===== src/rtl/snoop_bus_arbiter_if.sv =====
// snoop_bus_arbiter_if: requester and memory side signals of the snoop bus arbiter.
interface snoop_bus_arbiter_if #(
    parameter int N_REQ = 4
);
    logic [N_REQ-1:0]   req;
    logic [8*N_REQ-1:0] req_word;
    logic [3:0]         mem_q;
    logic [7:0]         bus;
    logic [N_REQ-1:0]   grant;
    logic [N_REQ-1:0]   ack;
    logic [3:0]         rdata;
    logic               err;
    modport master (output req, req_word, mem_q, input bus, grant, ack, rdata, err);
    modport slave  (input req, req_word, mem_q, output bus, grant, ack, rdata, err);
endinterface


===== src/rtl/snoop_bus_arbiter.sv =====
// snoop_bus_arbiter: round-robin owner of the shared snoop bus, one RM/WB transaction at a time.
// Defining SNOOP_ARB_STATS_EN adds saturating rm_count_o/wb_count_o transaction counters.
module snoop_bus_arbiter #(
    parameter int         N_REQ    = 4,
    parameter logic [1:0] RM       = 2'b01,
    parameter logic [1:0] WB       = 2'b10,
    parameter logic [1:0] IDLE_CMD = 2'b00
) (
    input  logic clk,
    input  logic rst,
`ifdef SNOOP_ARB_STATS_EN
    output logic [7:0] rm_count_o,
    output logic [7:0] wb_count_o,
`endif
    snoop_bus_arbiter_if.slave sb
);
    localparam int PW = $clog2(N_REQ);
    localparam logic [7:0] IDLE_WORD = {IDLE_CMD, 6'b0};
    typedef enum logic [1:0] {S_IDLE, S_DRIVE, S_ACK} state_t;
    state_t           state_q, state_d;
    logic [1:0]       cmd_q, cmd_d;
    logic [7:0]       bus_q, bus_d;
    logic [N_REQ-1:0] grant_q, grant_d;
    logic [N_REQ-1:0] ack_q, ack_d;
    logic [PW-1:0]    ptr_q, ptr_d;
    logic [3:0]       rdata_q, rdata_d;
    logic             err_q, err_d;
    logic [PW-1:0]    idx, win;
    logic             found;
    logic [7:0]       win_word;
    logic             is_rm, is_wb;
    assign win_word = sb.req_word[8*win +: 8];
    assign is_rm    = cmd_q == RM;
    assign is_wb    = cmd_q == WB;
    // Search upward from the last owner so it gets lowest priority next round.
    always_comb begin
        found = 1'b0;
        win   = ptr_q;
        idx   = '0;
        for (int k = 1; k <= N_REQ; k++) begin
            idx = PW'((int'(ptr_q) + k) % N_REQ);
            if (!found && sb.req[idx]) begin
                found = 1'b1;
                win   = idx;
            end
        end
    end
    always_comb begin
        state_d = state_q;
        cmd_d   = cmd_q;
        bus_d   = IDLE_WORD;
        grant_d = grant_q;
        ack_d   = '0;
        ptr_d   = ptr_q;
        rdata_d = rdata_q;
        err_d   = 1'b0;
        case (state_q)
            S_IDLE: begin
                if (found) begin
                    state_d = S_DRIVE;
                    cmd_d   = win_word[7:6];
                    grant_d = N_REQ'(1) << win;
                    ptr_d   = win;
                    bus_d   = (win_word[7:6] == RM || win_word[7:6] == WB) ? win_word : IDLE_WORD;
                end
            end
            S_DRIVE: begin
                state_d = S_ACK;
                ack_d   = grant_q;
                err_d   = !(is_rm || is_wb);
                rdata_d = is_rm ? sb.mem_q : rdata_q;
            end
            default: begin
                state_d = S_IDLE;
                grant_d = '0;
            end
        endcase
    end
    always_ff @(posedge clk) begin
        if (rst) begin
            state_q <= S_IDLE;
            cmd_q   <= IDLE_CMD;
            bus_q   <= IDLE_WORD;
            grant_q <= '0;
            ack_q   <= '0;
            ptr_q   <= PW'(N_REQ - 1);
            rdata_q <= '0;
            err_q   <= 1'b0;
        end else begin
            state_q <= state_d;
            cmd_q   <= cmd_d;
            bus_q   <= bus_d;
            grant_q <= grant_d;
            ack_q   <= ack_d;
            ptr_q   <= ptr_d;
            rdata_q <= rdata_d;
            err_q   <= err_d;
        end
    end
    assign sb.bus   = bus_q;
    assign sb.grant = grant_q;
    assign sb.ack   = ack_q;
    assign sb.rdata = rdata_q;
    assign sb.err   = err_q;
`ifdef SNOOP_ARB_STATS_EN
    logic [7:0] rm_cnt_q, rm_cnt_d, wb_cnt_q, wb_cnt_d;
    // Counted on the DRIVE->ACK edge; invalid commands never increment.
    always_comb begin
        rm_cnt_d = rm_cnt_q;
        wb_cnt_d = wb_cnt_q;
        if (state_q == S_DRIVE && is_rm && rm_cnt_q != 8'hFF) rm_cnt_d = rm_cnt_q + 8'd1;
        if (state_q == S_DRIVE && is_wb && wb_cnt_q != 8'hFF) wb_cnt_d = wb_cnt_q + 8'd1;
    end
    always_ff @(posedge clk) begin
        if (rst) begin
            rm_cnt_q <= '0;
            wb_cnt_q <= '0;
        end else begin
            rm_cnt_q <= rm_cnt_d;
            wb_cnt_q <= wb_cnt_d;
        end
    end
    assign rm_count_o = rm_cnt_q;
    assign wb_count_o = wb_cnt_q;
`endif
endmodule


===== src/flat_wrapper.sv =====
// flat-port wrapper written by rule: the top's interface ports become plain ports
module snoop_bus_arbiter_flat 
#(
    parameter int         N_REQ    = 4,
    parameter logic [1:0] RM       = 2'b01,
    parameter logic [1:0] WB       = 2'b10,
    parameter logic [1:0] IDLE_CMD = 2'b00
)
  (clk, rst, sb_req, sb_req_word, sb_mem_q, sb_bus, sb_grant, sb_ack, sb_rdata, sb_err);
  snoop_bus_arbiter_if #(.N_REQ(N_REQ)) sb_i ();
  input  logic clk;
  input  logic rst;
  input wire logic [$bits(sb_i.req)-1:0] sb_req;
  input wire logic [$bits(sb_i.req_word)-1:0] sb_req_word;
  input wire logic [$bits(sb_i.mem_q)-1:0] sb_mem_q;
  output wire logic [$bits(sb_i.bus)-1:0] sb_bus;
  output wire logic [$bits(sb_i.grant)-1:0] sb_grant;
  output wire logic [$bits(sb_i.ack)-1:0] sb_ack;
  output wire logic [$bits(sb_i.rdata)-1:0] sb_rdata;
  output wire logic [$bits(sb_i.err)-1:0] sb_err;
  assign sb_i.req = sb_req;
  assign sb_i.req_word = sb_req_word;
  assign sb_i.mem_q = sb_mem_q;
  assign sb_bus = sb_i.bus;
  assign sb_grant = sb_i.grant;
  assign sb_ack = sb_i.ack;
  assign sb_rdata = sb_i.rdata;
  assign sb_err = sb_i.err;
  snoop_bus_arbiter #(.N_REQ(N_REQ), .RM(RM), .WB(WB), .IDLE_CMD(IDLE_CMD)) u_core (.clk(clk), .rst(rst), .sb(sb_i));
endmodule

===== config.mk =====
export PLATFORM = sky130hd
export DESIGN_NAME = snoop_bus_arbiter_flat
export DESIGN_NICKNAME = d
export VERILOG_FILES = /design/src/rtl/snoop_bus_arbiter_if.sv /design/src/rtl/snoop_bus_arbiter.sv /design/src/flat_wrapper.sv
export SDC_FILE = /design/constraint.sdc
export NUM_CORES = 1
export LEC_CHECK = 0
export ABC_AREA = 0
export BUFFER_PORTS_ARGS = -buffer_cell sky130_fd_sc_hd__buf_2
export CAP_MARGIN = 20
export CORE_ASPECT_RATIO = 0.7
export CORE_MARGIN = 4
export CORE_UTILIZATION = 25
export CTS_BUF_LIST = sky130_fd_sc_hd__clkbuf_8
export DETAILED_ROUTE_END_ITERATION = 10
export PLACE_DENSITY = 0.56
export SLEW_MARGIN = 10
export SYNTH_ARGS = -nofsm -noshare
export SYNTH_HDL_FRONTEND = slang
export SYNTH_SLANG_ARGS = --single-unit

===== constraint.sdc =====
create_clock -name clk -period 2 [get_ports clk]
set_input_delay 0.2 -clock clk [delete_from_list [all_inputs] [get_ports clk]]
set_output_delay 0.2 -clock clk [all_outputs]
set_load 0.01 [all_outputs]

==> summary.md <==
| Metric | Value |
|---|---|
| Status | completed |
| Hold Crit Start | sb_mem_q[1] |
| Number of H-tree levels | 1 |
| Clock root buffer master | clkbuf_8 |
| Setup TNS | 0 ns |
| Initial Util | 26.7% |
| Tmin final | 1.76 ns |
| Share of the cycle needed by the critical path after routing | 87.9% |
| XOR/XNOR Fraction of Synth Area | approximately 2.7% |
| Worst Path Arrival | 1.94 ns |
| Post-synthesis cell type count | 36 |
| First-pass GRT wire length | 5300 µm |
| Slew Viols, Final | 0 |
| 1st-iter DRT viols | 24 |
| Clock Latency Late Sink | 0.27 ns |
| Placed insts | about 280 |
| Fraction of layout cells with a size suffix above 1 | 36.7% |
| Max_cap viols | 0 |
| Area of the die | 0.00648 mm² |
| Mux share of post-synthesis cell area | 16.9% |
| Vias in the first global route | 1,241 |
| Async S/R FF share, synth | 0% |
| Ys flop type | dfxtp_1 |
| Final #Nets | roughly 250 |
| Largest family of logic cells by synthesized area | simple AND/OR/NAND/NOR gates |
| Avg Cell Area, Syn | 8.97 µm² |
| Compound-gate portion of the synthesized area | 10.8% |
| Reg2reg setup slack | 0.24 ns |
| Critical path startpoint category | flop |
| Routed length per placed instance | 11.6 µm |
| Hold Crit Class | in2reg |
| Largest area contributor in the netlist | dfxtp_1 |
| Reg2Reg Depth | 6 |
| Leading cell type in the layout, fill and taps excluded | buf_2 |
| Remaining DRCs | 0 |
| Final setup vio count | 0 |
| Area Overhead vs Synth | 35.5% |
| Post-place instance area | 0.00173 mm² |
| Layout Cells excl Fill | 279 |
| Setup WS pre-CTS | about 0.14 ns |
| Most frequent cells in the layout | 62 x buf_2, 26 x dfxtp_1, 21 x nand2_1, 21 x mux2i_1, 12 x and3_1 |
| Hold_ws | 0.156 ns |
| Via density per instance | between 4 and 5 |
| Crit-path max FO | 23 |
| Number of synthesized flops with an enable pin | 0 |
| Relative slew margins | 76.3% |
| Synth Area in Simple Gates | 22.9% |
| CTS buffer count | 3 |
| Clk buf depth | 2 |
| Syn Nets | 189 |
| Die Ht | approximately 69 µm |
| Die width | 94.5 µm |
| Post-route design area | about 0.0018 mm² |
| Detailed placer's ending HPWL | 2630 µm |
| Clock Skew | 0.00213 ns |
| Post-Synth Adder-Cell Area | less than 1% |
| Required @ worst endpoint | 2.18 ns |
| Initial DRT Pass Iterations | 4 |
| IO Pins | 63 |
| Antenna violations before repair | 0 |
| Hold path depth | 3 |
| Worst Hold End | u_core.sb.rdata[1] |
| # diodes | 0 |
| Syn. warnings | 0 |
| RSZ-0062 raised after global routing | false |
| Top cell type's share of synthesized area | between 40% and 50% |
| Fmax | 569 MHz |
| Worst Setup End Kind | flop |
| Worst r2r dst | u_core.sb.bus[6] |
| Final ANT Viol Nets | 0 |
| PortBufs | 62 |
| Worst r2r src | u_core.ptr_q[1] |
| Mapped Area | 0.00131 mm² |
| Tot GR Track Use | 10.5% |
| LEAKAGE | 0.954 nW |
| Setup Buffers After CTS | 0 |
| Grt ovf | 0 |
| VDD IR-drop max | about 0.00026 V |
| PwrDens | ~790 mW/mm² |
| Largest net degree at the start of global routing | 24 |
| Final hold viol count | 0 |
| Synthesized flop and latch total | 27 |
| RD Place Congestion | 0.847 |
| Register area share after synthesis | 41.3% |
| Synth Instances | roughly 150 |
| Top cells by area, synth | dfxtp_1 41%, mux2i_1 16%, nand2_1 6.0%, and3_1 5.7%, nor3_1 2.7% |
| Clock sinks | 27 |
| Vias | 1,239 |
| Worst Max-Slew Pin Slew | roughly 0.35 ns |
| Post-Route WL | 3240 µm |
| CTS tree | done |
| Crit path kind | reg2reg |
| Total core area | 0.00491 mm² |
| Hold_buf cts | 0 |
| Worst setup margin | 0.242 ns |
| Worst-path clk slew | 0.09 ns |
| Row count | 21 |
## worst max-delay path, cell delays in order (launching register included)
cell,delay [ns]
dfxtp_2,0.42
o22ai_1,0.15
a221oi_4,0.33
buf_12,0.21
mux2i_1,0.19
mux2i_1,0.10
nor4_1,0.25
## flip-flops by register name, indices dropped and copies added, names as in the netlist
name	count
u_core.sb.ack	4
u_core.sb.grant	4
u_core.sb.bus	8
u_core.ptr_q	2
u_core.state_q	2
u_core.sb.rdata	4
u_core.cmd_q	2
u_core.sb.err	1
## what timing repair did
action	4_1_cts	5_1_grt
resized for setup	0	1
hold endpoints to repair	0	0
endpoints found under the setup margin	0	4
## per-layer routing
metal,track usage [%],up-vias,share of wire [%]
met5,0,-,0
met4,1.62,0,0.22
met3,4.34,2,11
met2,18.0,52,44
met1,12.6,546,45
li1,-,639,-
## cells by family after synthesis
family | after synthesis
compound gates | 19
xor+xnor | 4
fa+ha+maj | 1
buf+inv | 12
flops | 27
mux | 22
simple gates | 61
## where the power goes
part	switching, mW	leakage [nW]	internal, mW	total (mW)
sequential	0.0340	0.220	0.591	0.625
clock	0.169	0.0255	0.140	0.308
combinational	0.242	0.708	0.224	0.466
## cell type report
cell class,count,area [µm²]
Sequential cell,27,542
Clock inverter,1,5.00
Timing Repair Buffer,67,360
Clock buffer,3,41.3
Fill cell,526,3140
Inverter,5,18.8
Tap cell,69,86.3
Multi-Input combinational cell,107,722
## cells in the mapped netlist, types with 2 or more instances
cell type  number
dfxtp_1        27
mux2i_1        21
nand2_1        21
and3_1         12
nor2_1          8
nor3_1          7
a21oi_1         5
inv_1           5
xor2_1          4
clkbuf_1        3
a22oi_1         2
and2_1          2
buf_2           2
nand2b_1        2
nor2b_1         2
nor4_1          2
o211ai_1        2
## stage by stage
stage	utilization (%)	power, mW
2_1_floorplan	-	0.931
3_3_place_gp	35.2	1.10
3_5_place_dp	35.2	1.11
4_1_cts	36.1	1.42
5_1_grt	36.1	1.51
6_report	36.1	1.40
## how the worst max path moves through the flow
| stage | from | to | slack, ns | cells past startpoint |
|---|---|---|---|---|
| floorplan | u_core.ptr_q[1] | u_core.sb.bus[6] | 0.30 | 6 |
| finish | u_core.ptr_q[1] | u_core.sb.bus[6] | 0.24 | 6 |
| detailed placement | u_core.ptr_q[1] | u_core.sb.bus[6] | 0.14 | 6 |
| global placement | u_core.ptr_q[1] | u_core.cmd_q[1] | 0.21 | 6 |
| CTS | u_core.ptr_q[1] | u_core.sb.bus[6] | 0.12 | 6 |
| global route | u_core.ptr_q[1] | u_core.sb.bus[6] | 0.09 | 6 |
Power figures use the tool's default switching activity.
